[config.mk]
export PLATFORM = sky130hd
export DESIGN_NAME = systolic_pe_mac
export DESIGN_NICKNAME = d
export VERILOG_FILES = /design/src/rtl/systolic_pe_mac_pkg.sv /design/src/rtl/systolic_pe_mac_round_sat.sv /design/src/rtl/systolic_pe_mac.sv
export SDC_FILE = /design/constraint.sdc
export NUM_CORES = 1
export LEC_CHECK = 0
export ABC_AREA = 1
export CAP_MARGIN = 10
export CORE_MARGIN = 2
export CORE_UTILIZATION = 35
export CTS_CLUSTER_DIAMETER = 60
export DETAILED_ROUTE_END_ITERATION = 8
export SETUP_SLACK_MARGIN = 0.3
export SLEW_MARGIN = 20
export SYNTH_ARGS = -nofsm -noshare
export SYNTH_HDL_FRONTEND = slang
export SYNTH_SLANG_ARGS = --single-unit
[constraint.sdc]
create_clock -name i_clock -period 7.95 [get_ports i_clock]
set_input_delay 1.59 -clock i_clock [delete_from_list [all_inputs] [get_ports i_clock]]
set_output_delay 1.59 -clock i_clock [all_outputs]
set_load 0.1 [all_outputs]
[src/rtl/systolic_pe_mac_pkg.sv]
// systolic_pkg: shared types and helpers for the systolic processing element.
// Holds the accumulate FSM state encoding, the accumulator/length width
// derivations and the dot-product length clamp used when a product starts.
package systolic_pkg;

   typedef enum logic {
      IDLE  = 1'b0,
      ACCUM = 1'b1
   } state_t;

   // Accumulator wide enough for DIMENSION full-width signed products.
   function automatic int calc_acc_bits(input int i_bits, input int dimension);
      return 2 * i_bits + $clog2(dimension);
   endfunction

   // Length field wide enough to hold the value DIMENSION itself.
   function automatic int calc_len_bits(input int dimension);
      return $clog2(dimension + 1);
   endfunction

   // Requested length 0 behaves as 1; anything above DIMENSION behaves as DIMENSION.
   function automatic int clamp_len(input int len, input int dimension);
      if (len < 1) begin
         return 1;
      end
      if (len > dimension) begin
         return dimension;
      end
      return len;
   endfunction

endpackage

[src/rtl/systolic_pe_mac_round_sat.sv]
// pe_round_sat: combinational scale/round/saturate for the PE result.
// The value is arithmetically right-shifted by 'shift' with round-half-up,
// computed one bit wider than the accumulator so the rounding bias cannot
// overflow. With SYSTOLIC_PE_SAT_EN defined the result clamps to the signed
// O_BITS range and flags 'sat'; otherwise it wraps and 'sat' stays 0.
module pe_round_sat #(
   parameter int ACC_BITS   = 18,
   parameter int O_BITS     = 16,
   parameter int SHIFT_BITS = 3
) (
   input  logic [ACC_BITS-1:0]   value,
   input  logic [SHIFT_BITS-1:0] shift,
   output logic [O_BITS-1:0]     result,
   output logic                  sat
);

   localparam int W = ACC_BITS + 1;

   logic signed [W-1:0] ext;
   logic signed [W-1:0] bias;
   logic signed [W-1:0] rounded;

   // Sign-extend, add half an LSB of the scaled result, then shift.
   always_comb begin
      ext  = {value[ACC_BITS-1], value};
      bias = '0;
      if (shift != '0) begin
         bias = W'(1) << (shift - SHIFT_BITS'(1));
      end
      rounded = (ext + bias) >>> shift;
   end

`ifdef SYSTOLIC_PE_SAT_EN
   localparam logic signed [W-1:0] MAX_V = {{(W-O_BITS+1){1'b0}}, {(O_BITS-1){1'b1}}};
   localparam logic signed [W-1:0] MIN_V = {{(W-O_BITS+1){1'b1}}, {(O_BITS-1){1'b0}}};

   // Clamp to the signed output range and report when clamping happened.
   always_comb begin
      result = rounded[O_BITS-1:0];
      sat    = 1'b0;
      if (rounded > MAX_V) begin
         result = MAX_V[O_BITS-1:0];
         sat    = 1'b1;
      end else if (rounded < MIN_V) begin
         result = MIN_V[O_BITS-1:0];
         sat    = 1'b1;
      end
   end
`else
   logic unused_hi;

   // Wrap to the output width; the upper bits are intentionally dropped.
   always_comb begin
      result    = rounded[O_BITS-1:0];
      sat       = 1'b0;
      unused_hi = ^rounded[W-1:O_BITS];
   end
`endif

endmodule

[src/rtl/systolic_pe_mac.sv]
// systolic_pe_mac: systolic processing element.
// Forwards A/B to neighbours, accumulates signed products over a runtime
// length (1..DIMENSION) and emits a rounded, scaled result with a one-cycle
// o_c_valid pulse, restarting the next product with no bubble.
// Optional feature macro: SYSTOLIC_PE_SAT_EN (saturate result and drive o_sat).
//
// Handshake: there is no backpressure. i_valid marks an operand pair present
// this cycle and is always consumed; i_clear is a flush token that kills the
// pair it accompanies and any partial sum. o_c_valid is a single-cycle pulse
// that accompanies a new o_c/o_sat; downstream must take it that cycle.
module systolic_pe_mac
   import systolic_pkg::*;
#(
   parameter  int I_BITS     = 8,
   parameter  int DIMENSION  = 4,
   parameter  int O_BITS     = 16,
   parameter  int SHIFT_BITS = 3,
   localparam int ACC_BITS   = calc_acc_bits(I_BITS, DIMENSION),
   localparam int LEN_BITS   = calc_len_bits(DIMENSION)
) (
   input  logic                  i_clock,
   input  logic                  i_reset,
   input  logic                  i_valid,
   input  logic                  i_clear,
   input  logic [LEN_BITS-1:0]   i_len,
   input  logic [SHIFT_BITS-1:0] i_shift,
   input  logic [I_BITS-1:0]     i_a,
   input  logic [I_BITS-1:0]     i_b,
   output logic [I_BITS-1:0]     o_a,
   output logic [I_BITS-1:0]     o_b,
   output logic                  o_clear,
   output logic [O_BITS-1:0]     o_c,
   output logic                  o_c_valid,
   output logic                  o_sat,
   output logic                  o_busy
);

   localparam int PROD_BITS = 2 * I_BITS;

   logic signed [PROD_BITS-1:0] prod;
   logic                        p_vld;
   state_t                      state;
   logic [LEN_BITS-1:0]         len_r;
   logic [LEN_BITS-1:0]         count;
   logic [LEN_BITS-1:0]         len_start;
   logic signed [ACC_BITS-1:0]  acc;
   logic signed [ACC_BITS-1:0]  prod_ext;
   logic signed [ACC_BITS-1:0]  acc_in;
   logic signed [ACC_BITS-1:0]  final_sum;
   logic                        finish;
   logic [O_BITS-1:0]           rs_c;
   logic                        rs_sat;

   // Operand forwarding and the multiply stage, which never stalls.
   always_ff @(posedge i_clock or posedge i_reset) begin
      if (i_reset) begin
         o_a     <= '0;
         o_b     <= '0;
         o_clear <= 1'b0;
         prod    <= '0;
         p_vld   <= 1'b0;
      end else begin
         if (i_valid) begin
            o_a <= i_a;
            o_b <= i_b;
         end
         o_clear <= i_clear;
         prod    <= $signed(i_a) * $signed(i_b);
         p_vld   <= i_valid & ~i_clear;
      end
   end

   // Running sum and the finish condition for the product arriving this cycle.
   always_comb begin
      len_start = LEN_BITS'(clamp_len(int'(i_len), DIMENSION));
      prod_ext  = ACC_BITS'(prod);
      acc_in    = (state == ACCUM) ? acc : '0;
      final_sum = acc_in + prod_ext;
      finish    = 1'b0;
      if (p_vld) begin
         if (state == IDLE) begin
            finish = (len_start == LEN_BITS'(1));
         end else begin
            finish = ((count + LEN_BITS'(1)) == len_r);
         end
      end
   end

   pe_round_sat #(
      .ACC_BITS   (ACC_BITS),
      .O_BITS     (O_BITS),
      .SHIFT_BITS (SHIFT_BITS)
   ) u_round_sat (
      .value  (final_sum),
      .shift  (i_shift),
      .result (rs_c),
      .sat    (rs_sat)
   );

   // Accumulate FSM; a finishing product wins over a coincident clear because
   // its pair was already accepted the cycle before.
   always_ff @(posedge i_clock or posedge i_reset) begin
      if (i_reset) begin
         state     <= IDLE;
         len_r     <= '0;
         count     <= '0;
         acc       <= '0;
         o_c       <= '0;
         o_sat     <= 1'b0;
         o_c_valid <= 1'b0;
      end else begin
         o_c_valid <= 1'b0;
         if (finish) begin
            o_c       <= rs_c;
            o_sat     <= rs_sat;
            o_c_valid <= 1'b1;
            acc       <= '0;
            count     <= '0;
            state     <= IDLE;
         end else if (i_clear) begin
            acc   <= '0;
            count <= '0;
            state <= IDLE;
         end else if (p_vld) begin
            case (state)
               IDLE: begin
                  len_r <= len_start;
                  acc   <= final_sum;
                  count <= LEN_BITS'(1);
                  state <= ACCUM;
               end
               ACCUM: begin
                  acc   <= final_sum;
                  count <= count + LEN_BITS'(1);
               end
               default: state <= IDLE;
            endcase
         end
      end
   end

   assign o_busy = (count != '0);

endmodule

==> metrics, run 1 <==
Final Slew Violations 0; Num CTS Buffers 9; ant diodes 0; asr flop ratio synth 100%; Mapped Area 7840 um^2; worst hold stages 2; 1st-pass router iterations 5; Synth top area share 24.3%; post-synth cell types 47; WP data arrival 6.36 ns; WL final 18100 um; row count 54; Vias 6599; vias per cell 4.74; vias in the first global route 6614; Post-CTS Setup Inserts 0; Synth area leader dfrtp_1; P per Cell Area 291 nW/um^2; area delta synth->final 14.9%; Max VDD drop 139 uV; minimum clock period 6.10 ns; Avg WL per Cell 13.0 um; Synth Net Count 1209; main flop type after synthesis dfrtp_1; initial core utilization 35.8%; final worst-path cycle share 76.7%; worst-case clock skew 0.00904 ns; Skew-Pair Late Insertion Delay 0.35 ns; Root Buffer clkbuf_16; Detail Route Antenna Nets 0; RSZ-0062 raised after global routing no; top post-synthesis cells by area dfrtp_1 24%, fa_1 15%, nand2_1 14%; post-route DRC violation count 0; CTS Hold Bufs 0; most instantiated cells after synthesis 296 x nand2_1, 212 x inv_1, 92 x nand3_1, 76 x dfrtp_1, 58 x ha_1; worst endpoint required time 8.22 ns; Critical Path Fanout Max 8; share of cells above drive strength 1 6.03%; IO Port Bufs 60; die height 154 um; initial antenna violation count 0; gpl congestion 0.929; Max Freq 164 MHz; # H-tree levels 3; cts repair resizes 0; Die ar. 23600 um^2; Synth Register Bits 76; status completed; worst hold path class flip-flop to flip-flop; average cell area after synthesis 7.34 um^2; Synth Warn # 0; largest net degree at the start of global routing 50; hpwl dp 14500 um; net count reported at finish 1247; Core Box Area 21900 um^2; Worst Tran Pin Value 1.00 ns; Final TNS setup 0 ns; final hold violation count 0; clock sinks 76; most frequent cell after synthesis nand2_1; Synth Instances 1068; sequential fraction of the synthesis area 24.3%; first-pass GRT wire length 31300 um; final core occ 41.2%; Die W 154 um; CP endpoint kind flip-flop; maxcap violations 0; CP startpoint kind input port; GRT overflow 0; TritonCTS clock tree built; Worst-path clk slew 0.06 ns; fillers 2288; worst relative slew slack 32.8%; Ports 62; worst setup path category input port to flip-flop; number of flops mapped to enable cells by yosys 0; clk buf depth 2; final setup violating endpoints 0; R2R cell count 23; leakage dissipation 4.99 nW; Detailed Route Iter0 Violations 358; GR Util All Layers 16.1%
==> flip-flops by register name, summed over array words and instances, names as in the netlist, 3 cells and up <==
register and cells:
acc 18, count 3, len_r 3, o_a 8
o_b 8, o_c 16, prod 16
==> per-layer routing <==
layer	vias up	global-route usage (%)	part of all wire (%)
met1	3074	20.1	46
met3	21	3.10	3.6
met5	-	0	0
met2	128	28.3	48
met4	0	4.41	1.8
li1	3376	-	-
==> cell type report <==
cell class | count | area [um^2] | share of cell area, %
Clock buffer | 10 | 229 | 2.54
Timing Repair Buffer | 64 | 631 | 7.00
Clock inverter | 6 | 113 | 1.25
Multi-Input combinational cell | 734 | 4960 | 55.0
Tap cell | 280 | 350 | 3.89
Inverter | 221 | 831 | 9.22
Sequential cell | 76 | 1900 | 21.1
==> stage by stage <==
| step | setup slack, ns | total power, mW | area [um^2] | std cells | hold WS [ns] |
|---|---|---|---|---|---|
| floorplan | 2.19 | 1.84 | 7840 | 1068 | 0.472 |
| global placement | 1.58 | 2.13 | 8670 | 1375 | 0.455 |
| detailed placement | 1.49 | 2.15 | 8670 | 1375 | 0.459 |
| CTS | 1.85 | 2.65 | 9010 | 1391 | 0.474 |
| global route | 1.49 | 2.87 | 9010 | 1391 | 0.499 |
| finish | 1.85 | 2.62 | 9010 | 1391 | 0.472 |
==> logic make-up (layout without fill, tap and decap cells) <==
family / after synthesis / after routing / synth area share, %
AND/OR/NAND/NOR: 481 / 481 / 27.5
AO/OA/AOI/OAI: 100 / 100 / 7.69
buffers and inverters: 258 / 301 / 12.5
multiplexers: 2 / 2 / 0.255
flip-flops: 76 / 76 / 24.3
other: 1 / 1 / 0.0478
adder cells (fa/ha/maj): 115 / 115 / 23.8
XOR/XNOR: 35 / 35 / 3.91
==> power by group <==
group | internal, mW | switching [mW]
clock | 0.308 | 0.177
sequential | 0.485 | 0.0457
combinational | 0.531 | 1.07
total | 1.32 | 1.29
==> worst paths after layout <==
path / from / end / slack [ns]
worst max-delay path: i_b[7] / prod[14] / 1.85
worst min-delay path: o_b[6] / o_b[6] / 0.47
worst max register to register: state / o_c[10] / 3.69
worst min register to register: o_b[6] / o_b[6] / 0.47
max in group asynchronous: i_reset / o_b[1] / 5.33
min in group asynchronous: i_reset / acc[15] / 1.59
==> cells in the final DEF, fill, tap and decap left out, types with 3 or more instances in the layout <==
cell / synthesis / layout
nand2_1: 296 / 296
inv_1: 212 / 211
nand3_1: 92 / 92
dfrtp_1: 76 / 76
clkdlybuf4s50_1: 0 / 60
ha_1: 58 / 58
fa_1: 57 / 57
o21ai_0: 43 / 43
nor2_1: 30 / 30
a21oi_1: 25 / 25
xor2_1: 20 / 20
xnor2_1: 15 / 15
nand2_2: 15 / 15
nand4_1: 9 / 9
nand3_2: 9 / 9
clkbuf_16: 0 / 9
nor3_1: 8 / 8
a32o_1: 8 / 8
nor2_2: 5 / 5
o21ai_1: 5 / 5
inv_2: 5 / 5
nor2_4: 4 / 4
o21bai_1: 4 / 4
o211ai_1: 4 / 4
clkinv_1: 4 / 4
buf_4: 1 / 4
nand3b_1: 3 / 3
bufinv_16: 0 / 3
==> worst max-delay path, cell delays in order <==
cell             delay [ns]
clkdlybuf4s50_1        0.55
clkinv_1               0.25
fa_1                   0.58
fa_1                   0.53
inv_1                  0.05
fa_1                   0.47
inv_1                  0.05
fa_1                   0.53
inv_1                  0.04
ha_1                   0.35
nand2_1                0.07
o21ai_0                0.24
a21oi_1                0.10
o21ai_0                0.26
nand2_1                0.08
nand2_1                0.07
a21oi_1                0.08
inv_1                  0.06
a21oi_1                0.05
o21ai_0                0.21
xor2_1                 0.16
Power figures use the tool's default switching activity.
==> run 2, diff against run 1 <==
==> constraint.sdc (replaced) <==
create_clock -name i_clock -period 5.8 [get_ports i_clock]
set_input_delay 1.16 -clock i_clock [delete_from_list [all_inputs] [get_ports i_clock]]
set_output_delay 1.16 -clock i_clock [all_outputs]
set_load 0.1 [all_outputs]
==> run 2 against run 1 <==
  * Worst hold slack worse by 0.0029 ns
  * Flip-flop and latch count stayed put
  * Sequential power is 37% higher
  * Cell count is 1.9% higher
  * Highest routed layer unchanged
  * Setup slack worse by 1.3 ns
  * Global-route usage is 0.11 points higher
  * First-iteration DRC count is 17% lower
  * Clock skew is 0.0020 ns lower
  * Total power is 40% higher
  * Clock power is 29% higher
  * Sequential share of layout area is 0.48 points lower
  * Non-clock buffer count is 27 higher
==> metrics, run 2 (synthesized netlist as in run 1, its figures left out) <==
WP data arrival 5.49 ns; Detailed Route Iter0 Violations 296; Vias 6638; final worst-path cycle share 89.8%; leakage dissipation 5.11 nW; status completed; Core Box Area 21900 um^2; RSZ-0062 raised after global routing no; Skew-Pair Late Insertion Delay 0.35 ns; WL final 17800 um; Die W 154 um; share of cells above drive strength 1 8.70%; Largest register FFs 18; worst hold path class flip-flop to flip-flop; largest registers acc x18, o_c x16, prod x16; P per Cell Area 399 nW/um^2; Detail Route Antenna Nets 0; worst endpoint required time 6.08 ns; Final TNS setup 0 ns; row count 54; area delta synth->final 17.6%; Final Slew Violations 0; Critical Path Fanout Max 8; worst setup path category input port to flip-flop; Max Freq 192 MHz; maxcap violations 0; first-pass GRT wire length 31800 um; clk buf depth 2; largest net degree at the start of global routing 46; IO Port Bufs 60; gpl congestion 0.879; hpwl dp 14200 um; final setup violating endpoints 0; Num CTS Buffers 9; most common cell after layout, fill and taps aside nand2_1; initial antenna violation count 0; final hold violation count 0; die height 154 um; minimum clock period 5.21 ns; most frequent cells in the layout 296 x nand2_1, 211 x inv_1, 92 x nand3_1; Die ar. 23600 um^2; Ports 62; Layout Cells excl Fill 1418; vias in the first global route 6836; vias per cell 4.68; # H-tree levels 3; worst-case clock skew 0.00701 ns; 1st-pass router iterations 6; ant diodes 0; TritonCTS clock tree built; Post-CTS Setup Inserts 0; clock sinks 76; CTS Hold Bufs 0; GR Util All Layers 16.2%; GRT overflow 0; post-route DRC violation count 0; Worst Tran Pin Value 1.01 ns; Avg WL per Cell 12.5 um; worst relative slew slack 32.4%; CP endpoint kind flip-flop; Root Buffer clkbuf_16; Max VDD drop 180 uV; Worst-path clk slew 0.06 ns; dpl cells 1402; net count reported at finish 1274; Top reg by flops acc; initial core utilization 35.8%; CP startpoint kind input port
## run 2: changes by cell type in the layout (fill, tap and decap cells not counted), moves of 2 or more
cell / change
a21oi_1: -3
a21oi_2: +3
buf_4: +27
clkinvlp_4: +2
o21ai_0: -5
o21ai_1: +4
## run 2: final cells by class
| cell class | count | area (um^2) |
|---|---|---|
| repair buffers | 91 | 836 |
| multi-input cells | 734 | 4980 |
| flip-flops and latches | 76 | 1900 |
| inverters | 221 | 831 |
| fillers | 2291 | 12700 |
| clock inverters | 6 | 88.8 |
| well taps | 280 | 350 |
| clock buffers | 10 | 229 |
## run 2: layer usage
| metal | share of wire, % | GRT usage, % | routed length [um] | vias up |
|---|---|---|---|---|
| met5 | 0 | 0 | 0 | - |
| met4 | 1.8 | 5.11 | 323 | 0 |
| met3 | 3.1 | 2.40 | 543 | 25 |
| met2 | 49 | 28.8 | 8730 | 103 |
| met1 | 46 | 20.2 | 8170 | 3079 |
| li1 | - | - | - | 3431 |
## run 2: through the flow
stage | util [%] | setup slack (ns) | hold WS (ns) | cell area [um^2] | total power, mW
6_report | 42.1 | 0.591 | 0.469 | 9220 | 3.68
5_1_grt | 42.1 | 0.284 | 0.512 | 9220 | 4.05
4_1_cts | 42.0 | 0.332 | 0.474 | 9190 | 3.68
3_5_place_dp | 40.5 | -0.0273 | 0.458 | 8870 | 3.03
3_3_place_gp | 40.5 | 0.0311 | 0.458 | 8870 | 3.00
2_1_floorplan | - | 0.470 | 0.472 | 7840 | 2.52
## run 2: worst paths after layout
check                      startpoint  endpoint  slack [ns]  cells after the start
setup reg to reg                state   o_c[10]        1.53                     23
min in group asynchronous     i_reset  prod[15]        1.19                      2
hold reg to reg                o_b[1]    o_b[1]        0.47                      2
hold / removal                 o_b[1]    o_b[1]        0.47                      2
max in group asynchronous     i_reset    o_b[2]        3.61                      3
setup / recovery               i_b[4]  prod[15]        0.59                     21
## run 2: critical path: stages
cell and delay [ns]:
clkdlybuf4s50_1 0.48, buf_4 0.18, nand2_1 0.10, fa_1 0.54, inv_1 0.05, fa_1 0.46
fa_1 0.54, inv_1 0.05, fa_1 0.53, inv_1 0.05, ha_1 0.36, a21oi_2 0.17
o21ai_2 0.07, nand2_1 0.05, nand2_1 0.06, a21oi_2 0.15, o21ai_1 0.09, nand2_1 0.06
nand2_1 0.05, a21oi_1 0.14, xnor2_1 0.13
## run 2: where the power goes
group	switching, mW	internal [mW]	total, mW
clock	0.246	0.377	0.624
sequential	0.0635	0.665	0.728
combinational	1.51	0.816	2.33
## run 2: repair_timing
item	4_1_cts	5_1_grt
endpoints found under the hold margin	0	0
gates resized for setup	0	11
setup endpoints to repair	0	4
==> run 3, diff against run 2 <==
--- a/config.mk
+++ b/config.mk
@@ -11,8 +11,8 @@
 export CORE_UTILIZATION = 35
 export CTS_CLUSTER_DIAMETER = 60
 export DETAILED_ROUTE_END_ITERATION = 8
+export MAX_ROUTING_LAYER = met4
 export SETUP_SLACK_MARGIN = 0.3
-export SLEW_MARGIN = 20
 export SYNTH_ARGS = -nofsm -noshare
 export SYNTH_HDL_FRONTEND = slang
 export SYNTH_SLANG_ARGS = --single-unit
==> run 3 against run 2 <==
  * Utilization did not move
  * Sequential power about the same
  * Non-clock buffer count stayed put
  * Flip-flop and latch count unchanged
  * Sequential share of layout area stayed put
  * Clock skew grew 0.00060 ns
  * Wire length down 0.32%
  * Critical path depth stayed put
  * Setup slack worse by 0.0015 ns
  * Clock power about the same
  * First-iteration DRC count fell by 3.0%
  * Total power hardly changed
  * Critical endpoint unchanged
  * Largest cell class unchanged
==> metrics, run 3 (synthesized netlist as in run 1, its figures left out) <==
RSZ-0062 raised after global routing no; Vias 6632; GR Util All Layers 16.7%; largest net degree at the start of global routing 46; first-pass GRT wire length 31800 um; # H-tree levels 3; CTS Hold Bufs 0; largest registers acc x18, o_c x16, prod x16; Detail Route Antenna Nets 0; WP data arrival 5.49 ns; R2R Setup Slk 1.53 ns; GRT overflow 0; CP top delay family adder cells; clk buf depth 2; initial core utilization 35.8%; fillers 2291; worst setup path category input port to flip-flop; CP startpoint kind input port; row count 54; final core occ 42.1%; Critical Path Fanout Max 8; final worst-path cycle share 89.8%; R2R cell count 23; slowest stage delay, CP 0.54 ns; Avg WL per Cell 12.5 um; 1st-pass router iterations 7; worst hold stages 2; Hold Path End o_b[1]; TritonCTS clock tree built; gpl congestion 0.894; overall power 3.68 mW; Final Slew Violations 0; most common cell after layout, fill and taps aside nand2_1; clock sinks 76; Skew-Pair Late Insertion Delay 0.35 ns; Detailed Route Iter0 Violations 287; Hold Slack 0.469 ns; worst relative slew slack 32.4%; status completed; hold path start o_b[1]; Crit path top cell by count nand2_1; Max Freq 192 MHz; Worst Tran Pin Value 1.01 ns; Largest register FFs 18; most frequent cells in the layout 296 x nand2_1, 211 x inv_1, 92 x nand3_1; hpwl dp 14200 um; Num CTS Buffers 9; Worst Path Buf+Inv 5; CP endpoint kind flip-flop; Critical Path Slowest Stage Cell fa_1; r2r endpoint o_c[10]; IO Port Bufs 60; final setup violating endpoints 0; Max VDD drop 180 uV; initial antenna violation count 0; Top reg by flops acc; Die ar. 23600 um^2; worst-case clock skew 0.00761 ns; Worst-path clk slew 0.06 ns; worst endpoint required time 6.07 ns; ant diodes 0; RR Startpoint state; crit path cell chain clkdlybuf4s50_1, buf_4, nand2_1, fa_1, inv_1, fa_1, fa_1, inv_1, fa_1, inv_1, ha_1, a21oi_2, o21ai_2, nand2_1, nand2_1, a21oi_2, o21ai_1, nand2_1, nand2_1, a21oi_1, xnor2_1; DP Area 8870 um^2; leakage dissipation 5.11 nW; Ports 62; minimum clock period 5.21 ns; final hold violation count 0; net count reported at finish 1274; vias per cell 4.68; die height 154 um; area delta synth->final 17.6%; vias in the first global route 6836; final instance area 9220 um^2; share of cells above drive strength 1 8.70%; Root Buffer clkbuf_16; Die W 154 um; Core Box Area 21900 um^2; WL final 17700 um; worst hold path class flip-flop to flip-flop; post-route DRC violation count 0; maxcap violations 0; P per Cell Area 399 nW/um^2
-- run 3: layout make-up --
type	instances	area, um^2	area share (%)
Sequential cell	76	1900	20.6
Timing Repair Buffer	91	836	9.07
Clock buffer	10	229	2.48
Tap cell	280	350	3.80
Multi-Input combinational cell	734	4980	54.1
Clock inverter	6	88.8	0.963
Inverter	221	831	9.01
-- run 3: worst max path at each step --
stage / from / endpoint / slack [ns] / cells past startpoint
2_1_floorplan: i_a[1] / prod[14] / 0.47 / 21
5_1_grt: i_a[1] / prod[14] / 0.29 / 22
4_1_cts: i_b[7] / prod[14] / 0.33 / 21
3_5_place_dp: i_b[7] / prod[14] / -0.03 / 21
6_report: i_b[4] / prod[15] / 0.59 / 21
3_3_place_gp: i_b[7] / prod[14] / 0.03 / 21
-- run 3: where the power goes --
part / leakage [nW] / internal, mW / total [mW] / switching, mW
Combinational: 4.01 / 0.816 / 2.32 / 1.51
Sequential: 0.956 / 0.665 / 0.728 / 0.0636
Clock: 0.149 / 0.377 / 0.623 / 0.246
-- run 3: routing by layer --
| metal | up-vias | global-route usage [%] | part of all wire, % |
|---|---|---|---|
| met5 | - | - | 0 |
| li1 | 3430 | - | - |
| met2 | 110 | 28.8 | 49 |
| met4 | 0 | 5.11 | 1.9 |
| met3 | 28 | 2.40 | 3.1 |
| met1 | 3064 | 20.2 | 46 |
-- run 3: worst reg2reg max path, cell delays in order (launching register included) --
cell     delay, ns
dfrtp_1       0.66
nand2_1       0.17
inv_1         0.05
ha_1          0.26
fa_1          0.47
nand2_1       0.10
nand2_1       0.10
nand3_1       0.09
nand2_1       0.11
xor2_1        0.19
ha_1          0.39
nand2_1       0.07
nor3_1        0.16
inv_1         0.06
o21ai_1       0.25
nand3_2       0.18
nor2_4        0.20
nand4_2       0.15
nand3_1       0.14
nand3_1       0.12
nand2_1       0.11
nand2_1       0.05
nand2_1       0.05
nand2_1       0.04
-- run 3: repair_timing --
| action | CTS | global route |
|---|---|---|
| endpoints found under the setup margin | 0 | 4 |
| buffers inserted | 0 | 0 |
| resized for setup | 0 | 11 |
-- run 3: metrics by stage --
step / setup TNS, ns / setup slack (ns) / cells
2_1_floorplan: 0 / 0.470 / 1068
6_report: 0 / 0.589 / 1418
5_1_grt: 0 / 0.285 / 1418
3_3_place_gp: 0 / 0.0311 / 1402
3_5_place_dp: -0.0273 / -0.0273 / 1402
4_1_cts: 0 / 0.332 / 1418
